## src/rtl/fw_version_reporter.sv

```systemverilog
// Streams a 6-byte firmware version packet (sync, id, major, minor, patch, xor) on req.
// First byte valid one cycle after req; valid/ready per byte, aborts after TIMEOUT_CYCLES stalls.
module fw_version_reporter #(
  parameter logic [7:0]  SYNC_BYTE      = 8'hA5,
  parameter logic [7:0]  PKT_ID         = 8'h56,
  parameter int unsigned TIMEOUT_CYCLES = 1024
) (
  input  logic       clk,
  input  logic       rst_n,
  input  logic [7:0] major,
  input  logic [7:0] minor,
  input  logic [7:0] patch,
  input  logic       req,
  input  logic       tx_ready,
  output logic [7:0] tx_data,
  output logic       tx_valid,
  output logic       tx_last,
  output logic       busy,
  output logic       done,
  output logic       err
);

  typedef struct packed {
    logic [7:0] major;
    logic [7:0] minor;
    logic [7:0] patch;
  } ver_t;

  typedef enum logic {IDLE, SEND} state_t;

  localparam logic [15:0] TIMEOUT = 16'(TIMEOUT_CYCLES);
  localparam logic [15:0] TIMEOUT_M1 = TIMEOUT - 16'd1;

  state_t      state, state_nxt;
  logic [2:0]  idx, idx_nxt;
  logic [15:0] stall_cnt, stall_cnt_nxt;
  ver_t        ver_q;
  logic        latch;
  logic        done_nxt, err_nxt;
  logic        xfer, stall, timeout_hit;
  logic [7:0]  chk;

  assign tx_valid    = (state == SEND);
  assign busy        = (state == SEND);
  assign tx_last     = (state == SEND) && (idx == 3'd5);
  assign xfer        = tx_valid && tx_ready;
  assign stall       = tx_valid && !tx_ready;
  // Abort on the stall cycle that brings the count up to TIMEOUT; a ready cycle always transfers.
  assign timeout_hit = (TIMEOUT != 16'd0) && stall && (stall_cnt == TIMEOUT_M1);
  assign chk         = SYNC_BYTE ^ PKT_ID ^ ver_q.major ^ ver_q.minor ^ ver_q.patch;

  always_comb begin
    tx_data = 8'h00;
    if (state == SEND) begin
      case (idx)
        3'd0:    tx_data = SYNC_BYTE;
        3'd1:    tx_data = PKT_ID;
        3'd2:    tx_data = ver_q.major;
        3'd3:    tx_data = ver_q.minor;
        3'd4:    tx_data = ver_q.patch;
        default: tx_data = chk;
      endcase
    end
  end

  always_comb begin
    state_nxt     = state;
    idx_nxt       = idx;
    stall_cnt_nxt = stall_cnt;
    latch         = 1'b0;
    done_nxt      = 1'b0;
    err_nxt       = 1'b0;
    case (state)
      IDLE: begin
        if (req) begin
          latch         = 1'b1;
          idx_nxt       = 3'd0;
          stall_cnt_nxt = 16'd0;
          state_nxt     = SEND;
        end
      end
      SEND: begin
        if (xfer) begin
          stall_cnt_nxt = 16'd0;
          if (idx == 3'd5) begin
            state_nxt = IDLE;
            idx_nxt   = 3'd0;
            done_nxt  = 1'b1;
          end else begin
            idx_nxt = idx + 3'd1;
          end
        end else if (timeout_hit) begin
          state_nxt     = IDLE;
          idx_nxt       = 3'd0;
          stall_cnt_nxt = 16'd0;
          err_nxt       = 1'b1;
        end else if (stall && (stall_cnt != 16'hFFFF)) begin
          stall_cnt_nxt = stall_cnt + 16'd1;
        end
      end
      default: state_nxt = IDLE;
    endcase
  end

  always_ff @(posedge clk or negedge rst_n) begin
    if (!rst_n) begin
      state     <= IDLE;
      idx       <= 3'd0;
      stall_cnt <= 16'd0;
      ver_q     <= '0;
      done      <= 1'b0;
      err       <= 1'b0;
    end else begin
      state     <= state_nxt;
      idx       <= idx_nxt;
      stall_cnt <= stall_cnt_nxt;
      done      <= done_nxt;
      err       <= err_nxt;
      if (latch) begin
        ver_q <= '{major: major, minor: minor, patch: patch};
      end
    end
  end

endmodule

```

## config.mk

```make
export PLATFORM = sky130hd
export DESIGN_NAME = fw_version_reporter
export DESIGN_NICKNAME = d
export VERILOG_FILES = /design/src/rtl/fw_version_reporter.sv
export SDC_FILE = /design/constraint.sdc
export NUM_CORES = 1
export LEC_CHECK = 0
export ABC_AREA = 0
export CAP_MARGIN = 20
export CORE_MARGIN = 5
export CORE_UTILIZATION = 44
export CTS_BUF_LIST = sky130_fd_sc_hd__clkbuf_2 sky130_fd_sc_hd__clkbuf_4 sky130_fd_sc_hd__clkbuf_8
export DETAILED_ROUTE_END_ITERATION = 10
export PLACE_DENSITY = 0.67
export SLEW_MARGIN = 30
export SYNTH_ARGS = -nofsm -noshare
export SYNTH_HDL_FRONTEND = slang
export SYNTH_SLANG_ARGS = --single-unit
```

## constraint.sdc

```tcl
create_clock -name clk -period 3 [get_ports clk]
set_clock_uncertainty 0.2 [all_clocks]
set_input_delay 0.6 -clock clk [delete_from_list [all_inputs] [get_ports clk]]
set_output_delay 0.6 -clock clk [all_outputs]
set_load 0.02 [all_outputs]
```

## Word level (Yosys, flattened, before mapping)

Cells that the tools add are included.

- Flip-flop bits (word level): 46
- Output and inout bits: 13

- $add $sub $neg: 2
- Equality and inequality tests: 10
- Muxes and demuxes: 24
- Bitwise operators: 4
- Reduce and logical (&&, ||, !) cells: 9

Operators with widths:

| kind | number |
|---|---|
| $mux 16 | 4 |
| $pmux 8 s5 | 1 |
| $pmux 16 s2 | 1 |
| $add 16x1->16 const B | 1 |
| $eq 16x10->1 const B | 1 |
| $ne 16x16->1 const B | 1 |
| $xor 8x8->8 | 2 |
| $mux 3 | 4 |
| $mux 1 | 11 |
| $mux 8 | 1 |
| $eq 3x2->1 const B | 2 |
| $eq 3x3->1 const B | 2 |
| $not 6->6 | 1 |
| $pmux 3 s2 | 1 |
| $logic_and 1x1->1 | 5 |
| $ne 4x1->1 const B | 1 |
| $reduce_and 2->1 | 2 |
| $add 3x1->3 const B | 1 |
| $eq 3x1->1 const B | 1 |
| $logic_not 3->1 | 1 |
| $ne 3x1->1 const B | 1 |
| $ne 2x2->1 const B | 1 |
| $pmux 1 s2 | 1 |
| $logic_not 1->1 | 1 |
| $not 1->1 | 1 |

## Longest topological paths before layout

- Word-level depth: 7
- Gate-level depth with buffers: 7

## Worst setup path before layout

No wires, ideal clock.

- Path type: register to output
- Start: register idx[0]
- End: output port tx_data[1]
- Arrival time: 1,886 ps
- Data required time: 2,200 ps
- Path slack: 314 ps
- Cell stages (with the launch flop): 7
- Path buffers: 2
- Cells stage by stage: dfrtp_1 > clkbuf_1 > and2_1 > ha_1 > clkbuf_1 > a221oi_1 > a221oi_1

- Cells in the longest elaborated chain, start to end: 3
- Elaborated cells on any way between the ends: 7
- Classes of those cells: 4 x eq/ne; 2 x mux; 1 x reduce/logical

Ends and longest elaborated chain:

| item | RTL line | source |
|---|---|---|
| from (decl) | 35 | `logic [2:0] idx, idx_nxt;` |
| from (signal assigned) | 115 | `idx <= idx_nxt;` |
| $eq 3x3->1 (tied with other cells) | 55 | `case (idx)` |
| $pmux 8 s5 * | 55 |  |
| $mux 8 * | 54 | `if (state == SEND) begin` |
| to (decl) | 15 | `output logic [7:0] tx_data,` |

Every way passes the cells marked *; elsewhere a longest branch is shown, timed or not.

## Worst setup path after layout

- Start: register idx[1]
- End: output port tx_last

- Cells in the longest elaborated chain, start to end: 2

Ends and longest elaborated chain:

| item | RTL line | source |
|---|---|---|
| $eq 3x3->1 | 45 | `assign tx_last = (state == SEND) && (idx == 3'd5);` |
| $logic_and 1x1->1 | 45 |  |
| to (decl) | 17 | `output logic tx_last,` |

Every way passes these cells.

==> results by group <==
Status
  – Status: complete, no violations

Drt
  – Drt drc: 0
  – WL final: 6116 microns
  – DR WL/cell: 15.64 microns
  – DR vias/cell: 5.749
  – Initial DRC Count: 139
  – Via count: 2248
  – Final ANT Viol Nets: 0
  – First-pass DRT Iterations: 4

Synthesis
  – Cell Area, Synth: 2665 sq um
  – Syn avg cell area: 9.871 sq um
  – Synthesized net count: 300
  – Warnings from Yosys: 0
  – Unique masters post-synth: 59
  – Top_reg_cell synth: dfrtp_1
  – Register area share after synthesis: 0.4319
  – EDFF count, synth: 0
  – Async SR Flop Fraction: 1.000
  – Yosys reg bits: 46
  – Cell count after synthesis: 270

Clock tree
  – CTS Buf Count: 5
  – Worst-path clk slew: 0.09 ns
  – Deepest clock path buffer count: 2
  – Hold_buf cts: 0
  – Skew-Pair Late Insertion Delay: 0.29 ns
  – H-Tree Depth: 2
  – CTS tree: done
  – Post-CTS sizing: 13
  – Root Driver: clkbuf_8
  – CTS Sinks: 46
  – Post-CTS Setup Inserts: 0

Timing
  – TNS Setup: 0 ns
  – Max Freq: 360.7 MHz
  – Fin. max-slew vios: 0
  – Slew headroom: 0.6091
  – Tcrit/Tclk final: 0.9241
  – Slew @ Worst Pin: 0.5843 ns
  – Hold Violations, Final: 0
  – Final Critical Period: 2.772 ns
  – RSZ-0062 raised after global routing: false
  – Setup Viol. Count Final: 0
  – Setup slack after layout: 0.2277 ns
  – Final Hold Slack: 0.004945 ns

Worst setup path
  – R2R depth: 6
  – CP Buf/Inv Count: 1
  – RR Startpoint: stall_cnt[0]
  – Slowest cell on the critical path: clkdlybuf4s50_1
  – Crit path launch type: register
  – Worst-path fanout max: 9
  – Crit path max-delay family: buffers and inverters
  – Worst EP required: 2.20 ns
  – CP arrival: 1.97 ns
  – CP endpoint kind: output pin
  – Worst path depth: 4
  – Flop-to-flop setup slack: 0.59 ns
  – Worst path max stage delay: 0.62 ns
  – CP Launch Point: idx[1]
  – FF-to-FF End: stall_cnt[11]
  – Crit-path cells: nor2b_2 > nand2_1 > nor2_1 > clkdlybuf4s50_1
  – Kind of critical path: register to output pin
  – Crit path capture: tx_last

Global routing
  – Vias in the first global route: 2218
  – Largest net degree at the start of global routing: 32
  – First-pass GRT wire length: 10270 microns
  – Total GRT Usage: 0.1668
  – Antenna violations before repair: 0
  – Global route total overflow: 0

Finish
  – P&R area growth vs syn: 23.47%
  – N_diodes: 0
  – Post-layout net count: 345
  – Final std cells w/o fill: 391
  – Fraction of layout cells with a size suffix above 1: 0.2152

Power and ir drop
  – Maximum VDD drop: 0.3071 mV
  – Power per Cell Area: 722.6 nW/um^2
  – Pleak: 1.362 nW

Floorplan
  – Die Ht: 87.83 microns
  – Core ar.: 5921 sq um
  – Die W: 87.83 microns
  – Initial core utilization: 0.4501
  – Rows: 28
  – Die area: 7713 sq um
  – Ports: 41

Placement
  – DP Worst Slack: 0.08560 ns
  – Dpl cells: 383
  – GPL Wtd Cong: 0.8481
  – Port bufs: 40
  – Post-DP HPWL: 4519 microns

Job
  – Max Cap Viol: 0

Hold path
  – Hold Path Class: input pin to async pin
==> state kept, by name, summed over array words and instances (netlist names) <==
| signal | count |
|---|---|
| ver_q | 24 |
| stall_cnt | 16 |
| idx | 3 |
| busy | 1 |
| done | 1 |
| err | 1 |
==> cells in the final DEF, fill, tap and decap left out, types with 12 or more instances in the layout <==
cell type	n
dfrtp_1	44
clkdlybuf4s50_1	31
mux2_2	22
o21ai_0	21
nand2_1	21
nor2_1	17
xnor2_1	13
a21oi_1	13
buf_4	12
==> Yosys cell counts, types with 3 or more instances <==
master     n  area [sq um]
nor2_1    19         71.32
inv_1     10         37.54
mux2_2    22         247.7
nor2b_1    6         37.54
a31oi_1    7         43.79
a22o_2     3         30.03
a21oi_1   13         65.06
dfrtp_1   46          1151
and3_1     3         18.77
a221oi_1   9         78.83
nand3_1    9         45.04
o22ai_1    4         25.02
clkbuf_1   9         33.78
xnor2_1   13         113.9
o21ai_0   21         105.1
nand2_1   21         78.83
==> per-stage QoR <==
stage               area [sq um]  total power (W)    util
floorplan                   2665         0.001638       -
global placement            3174         0.001993  0.5361
detailed placement          3174         0.002016  0.5361
CTS                         3283         0.002397  0.5545
global route                3291         0.002545  0.5558
finish                      3291         0.002378  0.5558
==> cell families (layout without fill, tap and decap cells) <==
group / count (synthesis) / count (layout) / synth area share
DFF: 46 / 46 / 0.4319
buffers and inverters: 25 / 71 / 0.04272
muxes: 24 / 24 / 0.1005
and+or+nand+nor: 84 / 84 / 0.1742
AOI/OAI and AO/OA: 76 / 76 / 0.1986
xor gates and xnor gates: 13 / 13 / 0.04272
adders and majority gates: 2 / 2 / 0.009388
==> per-layer routing <==
layer	wire length, microns	global-route usage	vias up
met1	2852	0.2286	1113
met4	29	0.03766	0
met5	0	0	-
met2	2933	0.2753	53
li1	-	-	1080
met3	300	0.03010	2
==> worst min path at each step <==
stage | startpoint | endpoint | slack [ns] | depth (start not counted)
2_1_floorplan | rst_n | busy | 0.10 | 0
3_3_place_gp | rst_n | ver_q[1] | 0.33 | 1
6_report | rst_n | ver_q[1] | 0.005 | 1
4_1_cts | rst_n | ver_q[1] | 0.01 | 1
3_5_place_dp | stall_cnt[1] | stall_cnt[1] | 0.33 | 1
5_1_grt | rst_n | ver_q[1] | 0.03 | 1
==> power by group <==
| part | internal (W) | switching, W | total [W] |
|---|---|---|---|
| Clock | 0.000185 | 0.000208 | 0.000393 |
| Combinational | 0.000529 | 0.000509 | 0.00104 |
| Sequential | 0.000779 | 0.000168 | 0.000947 |
| Total | 0.00149 | 0.000885 | 0.00238 |
==> area by class of cell <==
| class | instances | area [sq um] |
|---|---|---|
| clock buffer | 6 | 82.58 |
| tap | 75 | 93.84 |
| fill | 524 | 2630 |
| timing repair buffer | 52 | 479.2 |
| sequential | 46 | 1154 |
| multi-input combinational | 199 | 1428 |
| inverter | 11 | 41.29 |
| clock inverter | 2 | 12.51 |
No activity file was read; power rests on OpenSTA's default activity.
